==> src/rtl/button_pkg.sv <==
// Shared types and timing helpers for the push-button conditioner.
// Used by button_debounce; optional feature macro: BUTTON_LONG_PRESS_EN.
package button_pkg;

  typedef enum logic [1:0] {
    IDLE       = 2'd0,
    PRESS_DB   = 2'd1,
    HELD       = 2'd2,
    RELEASE_DB = 2'd3
  } db_state_t;

  localparam int unsigned DEF_CLK_HZ      = 16000000;
  localparam int unsigned DEF_DEBOUNCE_MS = 10;
  localparam int unsigned DEF_LONG_MS     = 1000;

  function automatic int unsigned ms_to_cycles(
    input int unsigned clk_hz,
    input int unsigned ms
  );
    return (clk_hz / 1000) * ms;
  endfunction

endpackage

==> src/rtl/sync_2ff.sv <==
// Two-flop synchronizer for asynchronous pad inputs.
// Reset value is a parameter so the idle pad level survives reset.
module sync_2ff #(
  parameter bit RST_VAL = 1'b0
) (
  input  logic clk,
  input  logic rst,
  input  logic d,
  output logic q
);

  logic meta;

  // Shift the pad through two flops to settle metastability.
  always_ff @(posedge clk or posedge rst) begin
    if (rst) begin
      meta <= RST_VAL;
      q    <= RST_VAL;
    end else begin
      meta <= d;
      q    <= meta;
    end
  end

endmodule

==> src/rtl/button_debounce.sv <==
// Push-button conditioner: sync, debounce, level/press/release pulses.
// Define BUTTON_LONG_PRESS_EN to add the long-press pulse on btn_long.
module button_debounce
  import button_pkg::*;
#(
  parameter int unsigned CLK_HZ      = DEF_CLK_HZ,
  parameter int unsigned DEBOUNCE_MS = DEF_DEBOUNCE_MS,
  parameter int unsigned LONG_MS     = DEF_LONG_MS,
  parameter bit          ACTIVE_LOW  = 1'b1
) (
  input  logic       clk,
  input  logic       rst,
  input  logic       WF_BUTTON,
  output logic       btn_level,
  output logic       btn_press,
  output logic       btn_release,
  output logic       btn_long,
  output logic [7:0] press_count
);

  localparam int unsigned DB_CYCLES =
    ms_to_cycles(CLK_HZ, DEBOUNCE_MS);
  localparam int DB_W = $clog2(DB_CYCLES + 1);
  localparam logic [DB_W-1:0] DB_LAST = DB_W'(DB_CYCLES - 1);
  localparam logic [DB_W-1:0] DB_ONE  = DB_W'(1);

  db_state_t       state;
  logic [DB_W-1:0] db_cnt;
  logic            p;
  logic            s;
  logic            press_done;
  logic            release_done;

  assign p = WF_BUTTON ^ ACTIVE_LOW;

  sync_2ff #(
    .RST_VAL(1'b0)
  ) u_sync (
    .clk(clk),
    .rst(rst),
    .d  (p),
    .q  (s)
  );

  // Debounce window completes on this edge in either direction.
  always_comb begin
    press_done   = 1'b0;
    release_done = 1'b0;
    if (state == PRESS_DB && s && db_cnt == DB_LAST)
      press_done = 1'b1;
    if (state == RELEASE_DB && !s && db_cnt == DB_LAST)
      release_done = 1'b1;
  end

  // Debounce FSM with registered level, pulses and press counter.
  always_ff @(posedge clk or posedge rst) begin
    if (rst) begin
      state       <= IDLE;
      db_cnt      <= '0;
      btn_level   <= 1'b0;
      btn_press   <= 1'b0;
      btn_release <= 1'b0;
      press_count <= 8'd0;
    end else begin
      btn_press   <= 1'b0;
      btn_release <= 1'b0;
      unique case (state)
        IDLE: begin
          if (s) begin
            state  <= PRESS_DB;
            db_cnt <= DB_ONE;
          end
        end
        PRESS_DB: begin
          if (!s) begin
            state  <= IDLE;
            db_cnt <= '0;
          end else if (press_done) begin
            state       <= HELD;
            db_cnt      <= '0;
            btn_level   <= 1'b1;
            btn_press   <= 1'b1;
            press_count <= press_count + 8'd1;
          end else begin
            db_cnt <= db_cnt + DB_ONE;
          end
        end
        HELD: begin
          if (!s) begin
            state  <= RELEASE_DB;
            db_cnt <= DB_ONE;
          end
        end
        RELEASE_DB: begin
          if (s) begin
            state  <= HELD;
            db_cnt <= '0;
          end else if (release_done) begin
            state       <= IDLE;
            db_cnt      <= '0;
            btn_level   <= 1'b0;
            btn_release <= 1'b1;
          end else begin
            db_cnt <= db_cnt + DB_ONE;
          end
        end
      endcase
    end
  end

`ifdef BUTTON_LONG_PRESS_EN
  localparam int unsigned LONG_CYCLES =
    ms_to_cycles(CLK_HZ, LONG_MS);
  localparam int HC_W = $clog2(LONG_CYCLES + 1);
  localparam logic [HC_W-1:0] HC_MAX  = HC_W'(LONG_CYCLES);
  localparam logic [HC_W-1:0] HC_LAST = HC_W'(LONG_CYCLES - 1);
  localparam logic [HC_W-1:0] HC_ONE  = HC_W'(1);

  logic [HC_W-1:0] hold_cnt;

  // Hold timer: restarts on a new press, saturates after one pulse.
  always_ff @(posedge clk or posedge rst) begin
    if (rst) begin
      hold_cnt <= '0;
      btn_long <= 1'b0;
    end else begin
      btn_long <= 1'b0;
      if (press_done) begin
        hold_cnt <= '0;
      end else if ((state == HELD || state == RELEASE_DB) &&
                   hold_cnt != HC_MAX) begin
        hold_cnt <= hold_cnt + HC_ONE;
        btn_long <= (hold_cnt == HC_LAST);
      end
    end
  end
`else
  assign btn_long = 1'b0;
`endif

endmodule

==> config.mk <==
export PLATFORM = sky130hd
export DESIGN_NAME = button_debounce
export DESIGN_NICKNAME = d
export VERILOG_FILES = /design/src/rtl/button_pkg.sv /design/src/rtl/sync_2ff.sv /design/src/rtl/button_debounce.sv
export SDC_FILE = /design/constraint.sdc
export NUM_CORES = 1
export LEC_CHECK = 0
export BUFFER_PORTS_ARGS = -buffer_cell sky130_fd_sc_hd__buf_2
export CORE_ASPECT_RATIO = 0.9
export CORE_MARGIN = 8
export CORE_UTILIZATION = 45
export DETAILED_ROUTE_END_ITERATION = 8
export SLEW_MARGIN = 15
export SYNTH_ARGS = -nofsm -noshare
export SYNTH_HDL_FRONTEND = slang
export SYNTH_SLANG_ARGS = --single-unit
export TNS_END_PERCENT = 30
==> constraint.sdc <==
create_clock -name clk -period 2.3 [get_ports clk]
set_input_delay 0.345 -clock clk [delete_from_list [all_inputs] [get_ports clk]]
set_output_delay 0.345 -clock clk [all_outputs]
set_load 0.05 [all_outputs]
Word level (Yosys, flattened, before mapping)
Index checks and enable logic that the tools add are counted.
W data, S select, Z words.
{ "word_totals": {"regBits": 33, "word_cells": 61, "output_inout_bits": 12, "in_bits": 3} }
{ "op_classes": {"eq_ne": 12, "reduce_logical": 11, "bitwise": 1, "addsub": 2, "mux": 27} }
{ "ops": {"columns": ["cell", "n"], "rows": [
  ["$mux W18", 6],
  ["$pmux W18 S4", 1],
  ["$add A18 B1 Y18 const B", 1],
  ["$eq A18 B18 Y1 const B", 1],
  ["$mux W1", 12],
  ["$mux W2", 6],
  ["$add A8 B1 Y8 const B", 1],
  ["$ne A2 B2 Y1 const B", 4],
  ["$pmux W2 S4", 1],
  ["$reduce_and A5 Y1", 1],
  ["$eq A2 B2 Y1 const B", 2],
  ["$logic_and A1 B1 Y1", 4],
  ["$ne A2 B1 Y1 const B", 2],
  ["$reduce_and A4 Y1", 1],
  ["$ne A3 B2 Y1 const B", 1],
  ["$ne A3 B3 Y1 const B", 1],
  ["$reduce_and A3 Y1", 1],
  ["$eq A2 B1 Y1 const B", 1],
  ["$logic_not A2 Y1", 1],
  ["$pmux W1 S2", 1],
  ["$reduce_and A2 Y1", 1],
  ["$reduce_bool A2 Y1", 1],
  ["$logic_not A1 Y1", 1],
  ["$not A1 Y1", 1]
]} }

Longest topological paths before layout
Gate-level depths: netlist (run 1).
{ "logic_depth": {"ltp_word": 7, "depth_mapped": 7, "mapped_depth_nobuf": 6} }

Cells and area by module
A second synthesis (run 1) with hierarchy kept.
{ "hier_totals": {"hier_cells": 166, "hier_area_um2": 1681.6} }
{ "by_module_without_submodules": {"columns": ["mod", "cells_each", "instances", "seq_area_each_um2", "area_each_um2"], "rows": [
  ["button_debounce", 163, 1, 775.7, 1627.8],
  ["sync_2ff", 3, 1, 50.0, 53.8]
]} }

Worst setup path after synthesis (run 1)
No wires, ideal clock.
{ "synth_path": {"kind": "reg-to-reg", "start": "reg db_cnt[16]", "end": "reg press_count[1]", "slack_ps": 242, "synth_period_minus_slack_ps": 2058, "t_arrival_ps": 1934, "required_time_ps": 2175, "setup_time_ps": 125, "path_buffers": 1, "stages_incl_launch_ff": 6, "path_cell_list": "dfrtp_1 -> or4_4 -> nor4_4 -> and4_1 -> buf_6 -> mux2_2"} }
{ "synth_via": {"elab_chain_len": 4} }
{ "synth_rtl": {"columns": ["item", "line", "text"], "rows": [
  ["from (decl)", "button_debounce.sv:28", "logic [DB_W-1:0] db_cnt;"],
  ["from (signal assigned)", "button_debounce.sv:85", "db_cnt <= db_cnt + DB_ONE;"],
  ["from (signal assigned)", "button_debounce.sv:104", "db_cnt <= db_cnt + DB_ONE;"],
  ["$eq A18 B18 Y1", "button_debounce.sv:49", "if (state == PRESS_DB && s && db_cnt == DB_LAST)"],
  ["$logic_and A1 B1 Y1", "button_debounce.sv:49", null],
  ["$mux W1", "button_debounce.sv:49", null],
  ["$reduce_and A3 Y1 (no source line)", null, null],
  ["to (signal assigned)", "button_debounce.sv:83", "press_count <= press_count + 8'd1;"],
  ["to (decl)", "button_debounce.sv:18", "output logic [7:0] press_count"]
]} }
Every way passes these cells.
A chain may end at the register's enable or synchronous reset.

Final worst setup path (run 1)
{ "layout_path": {"start": "reg db_cnt[8]", "end": "reg press_count[4]"} }
The elaborated chain is that of the path after synthesis.

==> flow_summary.json, run 1 <==
{
  "outcome": "complete, no violations",
  "htreeDepth": 2,
  "yosys_warnings": 0,
  "clk_latency_ns": 0.29,
  "finalSetupTns_ns": 0,
  "ys_async_sr_fraction_pct": 100,
  "crit_path_end_kind": "flop",
  "grt_max_degree": 34,
  "worstSetupStartpointType": "flop",
  "grt_busiest_layer": "met2",
  "relSlewSlack_pct": 58.2,
  "vias_per_cell": 5.55,
  "final-seq-area_um2": 826,
  "fmax_mhz": 456,
  "grt-ovfl-total": 0,
  "arrival_ns": 2.36,
  "path_class": "reg -> reg",
  "syn-mean-instance-area_um2": 9.82,
  "regToRegEndpoint": "press_count[4]",
  "rr_startpoint": "db_cnt[8]",
  "post-cts-setup-buffers": 0,
  "grt_pass1_wl_um": 6420,
  "power.density_nw_per_um2": 573,
  "drtPass1Iterations": 4,
  "ctsLongestPathBuffers": 2,
  "start_util_pct": 46.2,
  "cts_sinks": 33,
  "p_total_uw": 1100,
  "yosysUniqueCellTypes": 47,
  "vias": 1327,
  "period_minus_slack_ns": 2.19,
  "cts_resized": 0,
  "fillers": 341,
  "synth_top_area_cell": "dfrtp_1",
  "peakVddDrop_uv": 260,
  "power_leakage_uw": 0.000898,
  "fin_nets": 198,
  "hold_buffers": 0,
  "synth_nets": 177,
  "cts-root-buf": "clkbuf_8",
  "gp_congestion": 0.865,
  "num_antenna_cells": 0,
  "period_share_pct": 95.2,
  "cts_tree": "yes",
  "cap_violations": 0,
  "grt_antenna_before_repair": 0,
  "rows": 21,
  "dp_hpwl_um": 2620,
  "hold_viol": 0,
  "dieArea_um2": 5970,
  "reg2reg_slack_ns": 0.11,
  "rsz0062_at_grt": "yes",
  "clk_pin_slew_ns": 0.07,
  "port-buffer-count": 13,
  "grt.met3_usage_pct": 3.99,
  "numCtsBuffers": 5,
  "area_growth_pct": 13.6,
  "ys_seq_area_share_pct": 48.9,
  "track_usage_pct": 13.9,
  "ys_seq_elements": 33,
  "post-synth-top-count-cell": "dfrtp_1",
  "reg2reg_depth": 6,
  "yosys.area.top_type_share_pct": 48.9,
  "worstPathRequired_ns": 2.47,
  "synth-main-ff-cell": "dfrtp_1",
  "synthCells": 172,
  "synth.area.top_cells": "dfrtp_1 49%, nand3_1 5.6%, nand2_1 5.6%",
  "multi_input_area_um2": 808,
  "layout-drive-gt1-share_pct": 20.2,
  "setup_viol": 0,
  "die_w_um": 80.6,
  "skew_ns": 0.0102,
  "io_pins": 15,
  "cp_max_fo": 7,
  "drtIter0Drc": 68,
  "ant_nets": 0,
  "syn_area_um2": 1690,
  "drc_errors": 0,
  "hp-class": "in -> async",
  "grtUsageMet1_pct": 18.7,
  "synth_edf_count": 0,
  "routed_wl_um": 3710,
  "wl_per_cell_um": 15.5,
  "drv_slew": 0,
  "fp.coreArea_um2": 3650,
  "synth_commonest_cells": "33 x dfrtp_1, 25 x nand2_1, 19 x nand3_1, 11 x o21ai_0, 7 x nor2_1",
  "grt_pass1_vias": 1333,
  "tightestPinTransition_ns": 0.622,
  "use_met2_pct": 19.8,
  "die_h_um": 74.1
}
worst max-delay path by stage:
stage | from | slack, ns | to | depth (start not counted)
global route | db_cnt[8] | -0.05 | press_count[7] | 5
floorplan | db_cnt[16] | 0.24 | press_count[1] | 5
global placement | db_cnt[16] | 0.15 | db_cnt[12] | 5
detailed placement | db_cnt[8] | 0.09 | db_cnt[12] | 5
finish | db_cnt[8] | 0.11 | press_count[4] | 6
CTS | db_cnt[8] | 0.09 | db_cnt[12] | 5
sequential cells by signal, indices dropped and copies added, names as in the netlist, named ones only:
signal and flops:
db_cnt 18, press_count 8, btn_level 1, btn_press 1, btn_release 1, state 1
u_sync.meta 1, u_sync.q 1
layout by cell type, fill, tap and decap left out, types with 2 or more instances in the layout:
cell      Yosys  final
buf_4         1      7
dfrtp_1      33     33
xor2_1        5      5
a21oi_1       3      2
o21ai_0      11     11
buf_2         1     13
or4_1         2      2
o211ai_1      2      2
clkbuf_8      0      6
nor2b_1       2      2
nor3_2        2      2
inv_1         6      6
and4_1        4      4
nand4_1       2      2
o22ai_1       2      2
ha_1          2      2
nand3_1      19     19
or3_1         4      4
a21o_1        2      2
nor4_1        3      3
nor2_1        7      7
a22o_1        2      2
nor3_1        2      2
xnor2_1       6      6
nand2_1      25     25
layer usage:
metal	share of wire [%]	wire [um]	vias up
met3	4.1	153	9
li1	-	-	655
met5	0	0	-
met1	49	1810	635
met4	1.9	70	0
met2	45	1680	28
through the flow:
stage	std cells	util, %	area, um^2	hold WS, ns	setup WS (ns)
6_report	239	52.5	1920	0.138	0.109
5_1_grt	239	52.5	1920	0.172	-0.0450
4_1_cts	239	52.4	1910	0.155	0.0940
3_5_place_dp	232	50.1	1830	0.342	0.0929
3_3_place_gp	232	50.1	1830	0.338	0.152
2_1_floorplan	172	-	1690	0.331	0.242
cell type report:
cell class / count / share of cell area, %
Timing Repair Buffer: 20 / 6.13
Clock buffer: 7 / 4.50
Tap cell: 46 / 3.00
Sequential cell: 33 / 43.1
Inverter: 6 / 1.17
Multi-Input combinational cell: 127 / 42.1
power breakdown:
part	total, uW	leakage [uW]	switching, uW	internal, uW
sequential	595	0.000451	7.64	587
combinational	58.5	0.000403	40.3	18.2
clock	447	0.0000443	209	237
cell families after synthesis:
group / Yosys count / synth area share [%]
multiplexers: 1 / 0.667
flip-flops: 33 / 48.9
AND/OR/NAND/NOR: 83 / 28.2
other: 1 / 0.222
XOR/XNOR: 11 / 5.70
buffers and inverters: 12 / 3.48
AO/OA/AOI/OAI: 29 / 11.3
adder cells (fa/ha/maj): 2 / 1.48
worst max-delay path: stages, from the launching register on:
cell and delay [ns]:
dfrtp_1 0.44, or4_4 0.54, nor4_4 0.37, and4_1 0.30, buf_4 0.16, nand4_4 0.11, xnor2_1 0.15
Note: power is estimated with default switching activity, not from simulation.
==> run 2, diff against run 1 <==
--- a/config.mk
+++ b/config.mk
@@ -5,6 +5,7 @@
 export SDC_FILE = /design/constraint.sdc
 export NUM_CORES = 1
 export LEC_CHECK = 0
+export ABC_AREA = 1
 export BUFFER_PORTS_ARGS = -buffer_cell sky130_fd_sc_hd__buf_2
 export CORE_ASPECT_RATIO = 0.9
 export CORE_MARGIN = 8
==> flow_summary.json, run 2 <==
{
  "finalSetupTns_ns": 0,
  "start_util_pct": 45.7,
  "ant_nets": 0,
  "cap_violations": 0,
  "setup_viol": 0,
  "grt_pass1_wl_um": 6840,
  "rsz0062_at_grt": "no",
  "hold_viol": 0,
  "grt_pass1_vias": 1437,
  "gp_congestion": 0.854,
  "crit_path_end_kind": "flop",
  "netSwitchingFraction_pct": 31.3,
  "pwr-share-comb_pct": 16.3,
  "reg2reg_slack_ns": 0.68,
  "clk_latency_ns": 0.28,
  "vias": 1571,
  "largest_register_ffs": 18,
  "seq_power_share_pct": 51.1,
  "rr_startpoint": "db_cnt[1]",
  "yosysUniqueCellTypes": 31,
  "dp_hpwl_um": 3000,
  "ys_seq_elements": 33,
  "period_share_pct": 70.4,
  "hp-class": "in -> async",
  "grt_antenna_before_repair": 0,
  "skew_ns": 0.00580,
  "cts_tree": "yes",
  "synth_nets": 263,
  "cp_max_fo": 6,
  "reg.largest.list": "db_cnt: 18 flops, press_count: 8 flops",
  "hold_buffers": 0,
  "regToRegEndpoint": "press_count[4]",
  "relSlewSlack_pct": 66.7,
  "tightestPinTransition_ns": 0.498,
  "reg2reg_depth": 8,
  "wl_per_cell_um": 11.7,
  "track_usage_pct": 12.5,
  "cts-root-buf": "clkbuf_8",
  "post-synth-top-count-cell": "nand2_1",
  "power_leakage_uw": 0.00106,
  "yosys.area.top_type_share_pct": 41.4,
  "num_antenna_cells": 0,
  "port-buffer-count": 13,
  "worstPathRequired_ns": 2.47,
  "largest_register": "db_cnt",
  "layout-drive-gt1-share_pct": 20.4,
  "period_minus_slack_ns": 1.62,
  "clk_pin_slew_ns": 0.07,
  "switching_power_uw": 399,
  "synth_top_area_cell": "dfrtp_1",
  "syn-mean-instance-area_um2": 7.74,
  "vias_per_cell": 4.66,
  "synth.area.top_cells": "dfrtp_1 41%, nand2_1 13%, nor2_1 5.8%",
  "drv_slew": 0,
  "numCtsBuffers": 5,
  "outcome": "complete, no violations",
  "die_h_um": 79.2,
  "routed_wl_um": 3940,
  "ctsLongestPathBuffers": 2,
  "arrival_ns": 1.79,
  "fp.coreArea_um2": 4370,
  "crit_end": "press_count[4]",
  "htreeDepth": 2,
  "fin_nets": 279,
  "synth-main-ff-cell": "dfrtp_1",
  "synth_commonest_cells": "70 x nand2_1, 33 x dfrtp_1, 31 x nor2_1, 27 x inv_1, 18 x nand3_1",
  "synth_edf_count": 0,
  "fmax_mhz": 617,
  "drtPass1Iterations": 4,
  "mostFrequentLayoutCell": "nand2_1",
  "drc_errors": 0,
  "cp-startpoint": "db_cnt[1]",
  "area_growth_pct": 9.59,
  "rows": 23,
  "fillers": 434,
  "grt-ovfl-total": 0,
  "peakVddDrop_uv": 461,
  "dieArea_um2": 6830,
  "grt_max_degree": 34,
  "cts_resized": 0,
  "clkPwrFrac_pct": 32.6,
  "power.density_nw_per_um2": 582,
  "io_pins": 15,
  "path_class": "reg -> reg",
  "final_cell_mix": "70 x nand2_1, 33 x dfrtp_1, 31 x nor2_1, 27 x inv_1, 18 x nand3_1",
  "worstSetupStartpointType": "flop",
  "synthCells": 258,
  "ys_seq_area_share_pct": 41.4,
  "whs_ns": 0.134,
  "drtIter0Drc": 116,
  "post-cts-setup-buffers": 0,
  "die_w_um": 86.2,
  "yosys_warnings": 0,
  "syn_area_um2": 2000,
  "p_int_uw": 875,
  "cts_sinks": 33,
  "ys_async_sr_fraction_pct": 100
}
run 2: cell count changes after synthesis, moves of 9 or more:
cell	change
nand3_2	+9
inv_1	+21
nor2_1	+24
nand2_2	+13
nand2_1	+45
run 2: per-stage QoR:
step           std cells  util [%]  area [um^2]  total power, uW  worst slack, ns
6_report             337      50.0         2190             1270            0.680
5_1_grt              337      50.0         2190             1340            0.507
4_1_cts              337      50.0         2190             1300            0.666
3_5_place_dp         329      48.1         2110              873            0.674
3_3_place_gp         329      48.1         2110              876            0.703
2_1_floorplan        258         -         2000              842            0.833
run 2: critical path, stage by stage, from the launching register on:
cell and delay (ns):
dfrtp_1 0.39, ha_1 0.25, nand3_4 0.12, inv_1 0.09
nand2_1 0.10, nor3_4 0.29, nand2_2 0.14, nand2_1 0.08
nand2_1 0.05
run 2: layer usage:
layer / GRT usage, % / vias to the layer above / part of all wire [%]
li1: - / 841 / -
met1: 18.5 / 698 / 56
met2: 16.9 / 25 / 39
met3: 3.61 / 7 / 4.1
met4: 3.95 / 0 / 1.2
met5: 0 / - / 0
run 2: power groups by stage:
stage	sequential, uW	clock [uW]	combinational [uW]
after CTS	650	433	213
after floorplan	652	0	191
after global routing	656	453	235
final	651	415	208
after detailed placement	662	0	211
after global placement	659	0	218
run 2: worst min-delay path by stage:
stage	from	end	slack (ns)
2_1_floorplan	u_sync.meta	u_sync.q	0.33
3_3_place_gp	u_sync.meta	u_sync.q	0.33
3_5_place_dp	u_sync.meta	u_sync.q	0.34
4_1_cts	rst	db_cnt[11]	0.14
5_1_grt	rst	db_cnt[11]	0.18
6_report	rst	db_cnt[11]	0.13
run 2: area by class of cell:
class | count | area [um^2] | share of cell area (%)
Clock buffer | 6 | 72.6 | 3.32
Clock inverter | 2 | 10.0 | 0.457
Inverter | 30 | 115 | 5.26
Multi-Input combinational cell | 190 | 1010 | 46.4
Sequential cell | 33 | 826 | 37.7
Tap cell | 62 | 77.6 | 3.54
Timing Repair Buffer | 14 | 72.6 | 3.32
run 2: cells by family (layout without fill, tap and decap cells):
| logic type | Yosys count | in the layout | synth area share (%) |
|---|---|---|---|
| simple gates | 160 | 160 | 40.4 |
| buf+inv | 35 | 52 | 7.83 |
| flops | 33 | 33 | 41.4 |
| compound gates | 17 | 17 | 4.57 |
| xor+xnor | 10 | 10 | 4.39 |
| fa+ha+maj | 2 | 2 | 1.25 |
| other cells | 1 | 1 | 0.188 |
==> run 3, diff against run 2 <==
==> constraint.sdc (replaced) <==
create_clock -name clk -period 1.6 [get_ports clk]
set_input_delay 0.24 -clock clk [delete_from_list [all_inputs] [get_ports clk]]
set_output_delay 0.24 -clock clk [all_outputs]
set_load 0.05 [all_outputs]
==> flow_summary.json, run 3 (synthesized netlist as in run 2, its figures left out) <==
{
  "largest_register_ffs": 18,
  "grt_pass1_wl_um": 7650,
  "grt-ovfl-total": 0,
  "io_pins": 15,
  "die_w_um": 86.2,
  "seq_power_share_pct": 48.6,
  "place_inst": 345,
  "cts_tree": "yes",
  "vias_per_cell": 4.73,
  "rsz0062_at_grt": "yes",
  "final_cell_mix": "69 x nand2_1, 31 x dfrtp_1, 29 x nor2_1, 26 x inv_1, 19 x buf_4",
  "power.density_nw_per_um2": 825,
  "power_leakage_uw": 0.00115,
  "fmax_mhz": 670,
  "timing.final.ws_setup_ns": 0.106,
  "reg2reg_slack_ns": 0.11,
  "htreeDepth": 2,
  "netSwitchingFraction_pct": 31.2,
  "hold_buffers": 0,
  "num_antenna_cells": 0,
  "layout-drive-gt1-share_pct": 27.5,
  "crit_top_cell": "nand2_4",
  "fp.coreArea_um2": 4370,
  "design_area_um2": 2340,
  "hold_viol": 0,
  "cp_slowest_stage_delay_ns": 0.40,
  "drc_errors": 0,
  "grt_max_degree": 34,
  "hp-class": "in -> async",
  "switching_power_uw": 602,
  "cts-root-buf": "clkbuf_8",
  "cap_violations": 0,
  "setup_viol": 0,
  "finalSetupTns_ns": 0,
  "peakVddDrop_uv": 531,
  "numCtsBuffers": 5,
  "vias": 1669,
  "start_util_pct": 45.7,
  "cts_sinks": 33,
  "period_minus_slack_ns": 1.49,
  "path_class": "reg -> reg",
  "period_share_pct": 93.3,
  "post-place-ws_ns": 0.0371,
  "p_int_uw": 1330,
  "grt_pass1_vias": 1627,
  "mostFrequentLayoutCell": "nand2_1",
  "skew_ns": 0.00731,
  "arrival_ns": 1.66,
  "track_usage_pct": 13.9,
  "dieArea_um2": 6830,
  "drv_slew": 0,
  "fin_nets": 297,
  "fillers": 451,
  "worstPathCellList": "ha_4 -> nand3_4 -> nor3_4 -> nand2_4 -> nand2_4 -> inv_4 -> nand3_1 -> nand2_1",
  "place_area_um2": 2230,
  "pwr-share-comb_pct": 22.0,
  "crit_path_end_kind": "flop",
  "worstPathRequired_ns": 1.77,
  "rows": 23,
  "wl_per_cell_um": 12.3,
  "ant_nets": 0,
  "routed_wl_um": 4340,
  "cpMaxStageDelayCell": "dfrtp_1",
  "drtPass1Iterations": 4,
  "area_growth_pct": 17.3,
  "clk_latency_ns": 0.28,
  "ctsLongestPathBuffers": 2,
  "gp_congestion": 0.830,
  "instances_no_fill": 353,
  "cp_max_fo": 11,
  "grt_antenna_before_repair": 0,
  "worstSetupStartpointType": "flop",
  "clk_pin_slew_ns": 0.07,
  "die_h_um": 79.2,
  "largest_register": "db_cnt",
  "outcome": "complete, no violations",
  "dp_hpwl_um": 3320,
  "clkPwrFrac_pct": 29.4,
  "port-buffer-count": 13,
  "drtIter0Drc": 94,
  "reg.largest.list": "db_cnt: 18 flops, press_count: 8 flops"
}
-- run 3: cell count changes in the layout (fill, tap and decap cells not counted), sizes merged --
cell	delta
clkinv	-1
clkbuf	-1
buf	+18
-- run 3: path summary, 6_finish.rpt --
kind | from | endpoint | cells past startpoint
worst max register to register | db_cnt[1] | db_cnt[15] | 8
max in group asynchronous | rst | db_cnt[13] | 3
min in group clk | WF_BUTTON | u_sync.meta | 2
worst min register to register | u_sync.meta | u_sync.q | 0
worst min-delay path | rst | db_cnt[0] | 3
worst max-delay path | db_cnt[1] | db_cnt[15] | 8
-- run 3: layer usage --
layer  track usage [%]  vias up  share of wire, %
li1                  -      875                 -
met1              19.5      771                53
met2              20.9       21                43
met3              3.61        2               3.6
met4              3.09        0              0.35
met5                 0        -                 0
-- run 3: metrics by stage --
step | hold slack (ns) | power [uW] | utilization [%]
2_1_floorplan | 0.299 | 1210 | -
3_3_place_gp | 0.332 | 1350 | 50.9
3_5_place_dp | 0.335 | 1340 | 50.9
4_1_cts | 0.0506 | 1920 | 52.6
5_1_grt | 0.0773 | 2060 | 53.5
6_report | 0.0463 | 1930 | 53.5
-- run 3: layout make-up --
class | instances | area [um^2] | share of cell area (%)
multi-input cells | 190 | 1040 | 44.4
flip-flops and latches | 33 | 828 | 35.4
repair buffers | 32 | 208 | 8.87
inverters | 30 | 115 | 4.91
well taps | 62 | 77.6 | 3.31
clock buffers | 5 | 68.8 | 2.94
clock inverters | 1 | 5.00 | 0.214
-- run 3: power by group through the flow --
stage	Clock [uW]	Combinational [uW]	Sequential (uW)
detailed placement	0	400	941
global route	633	477	947
finish	569	425	939
floorplan	0	274	937
CTS	590	401	926
global placement	0	407	940
-- run 3: worst max-delay path, delay by kind of cell (launching register included) --
kind | cells | cell delay [ns]
simple gates | 6 | 0.69
flops | 1 | 0.40
fa+ha+maj | 1 | 0.17
buf+inv | 1 | 0.10
-- run 3: what timing repair did --
| item | 4_1_cts | 5_1_grt |
|---|---|---|
| endpoints found under the setup margin | 0 | 19 |
| setup buffers | 0 | 2 |
| gates resized for setup | 0 | 9 |
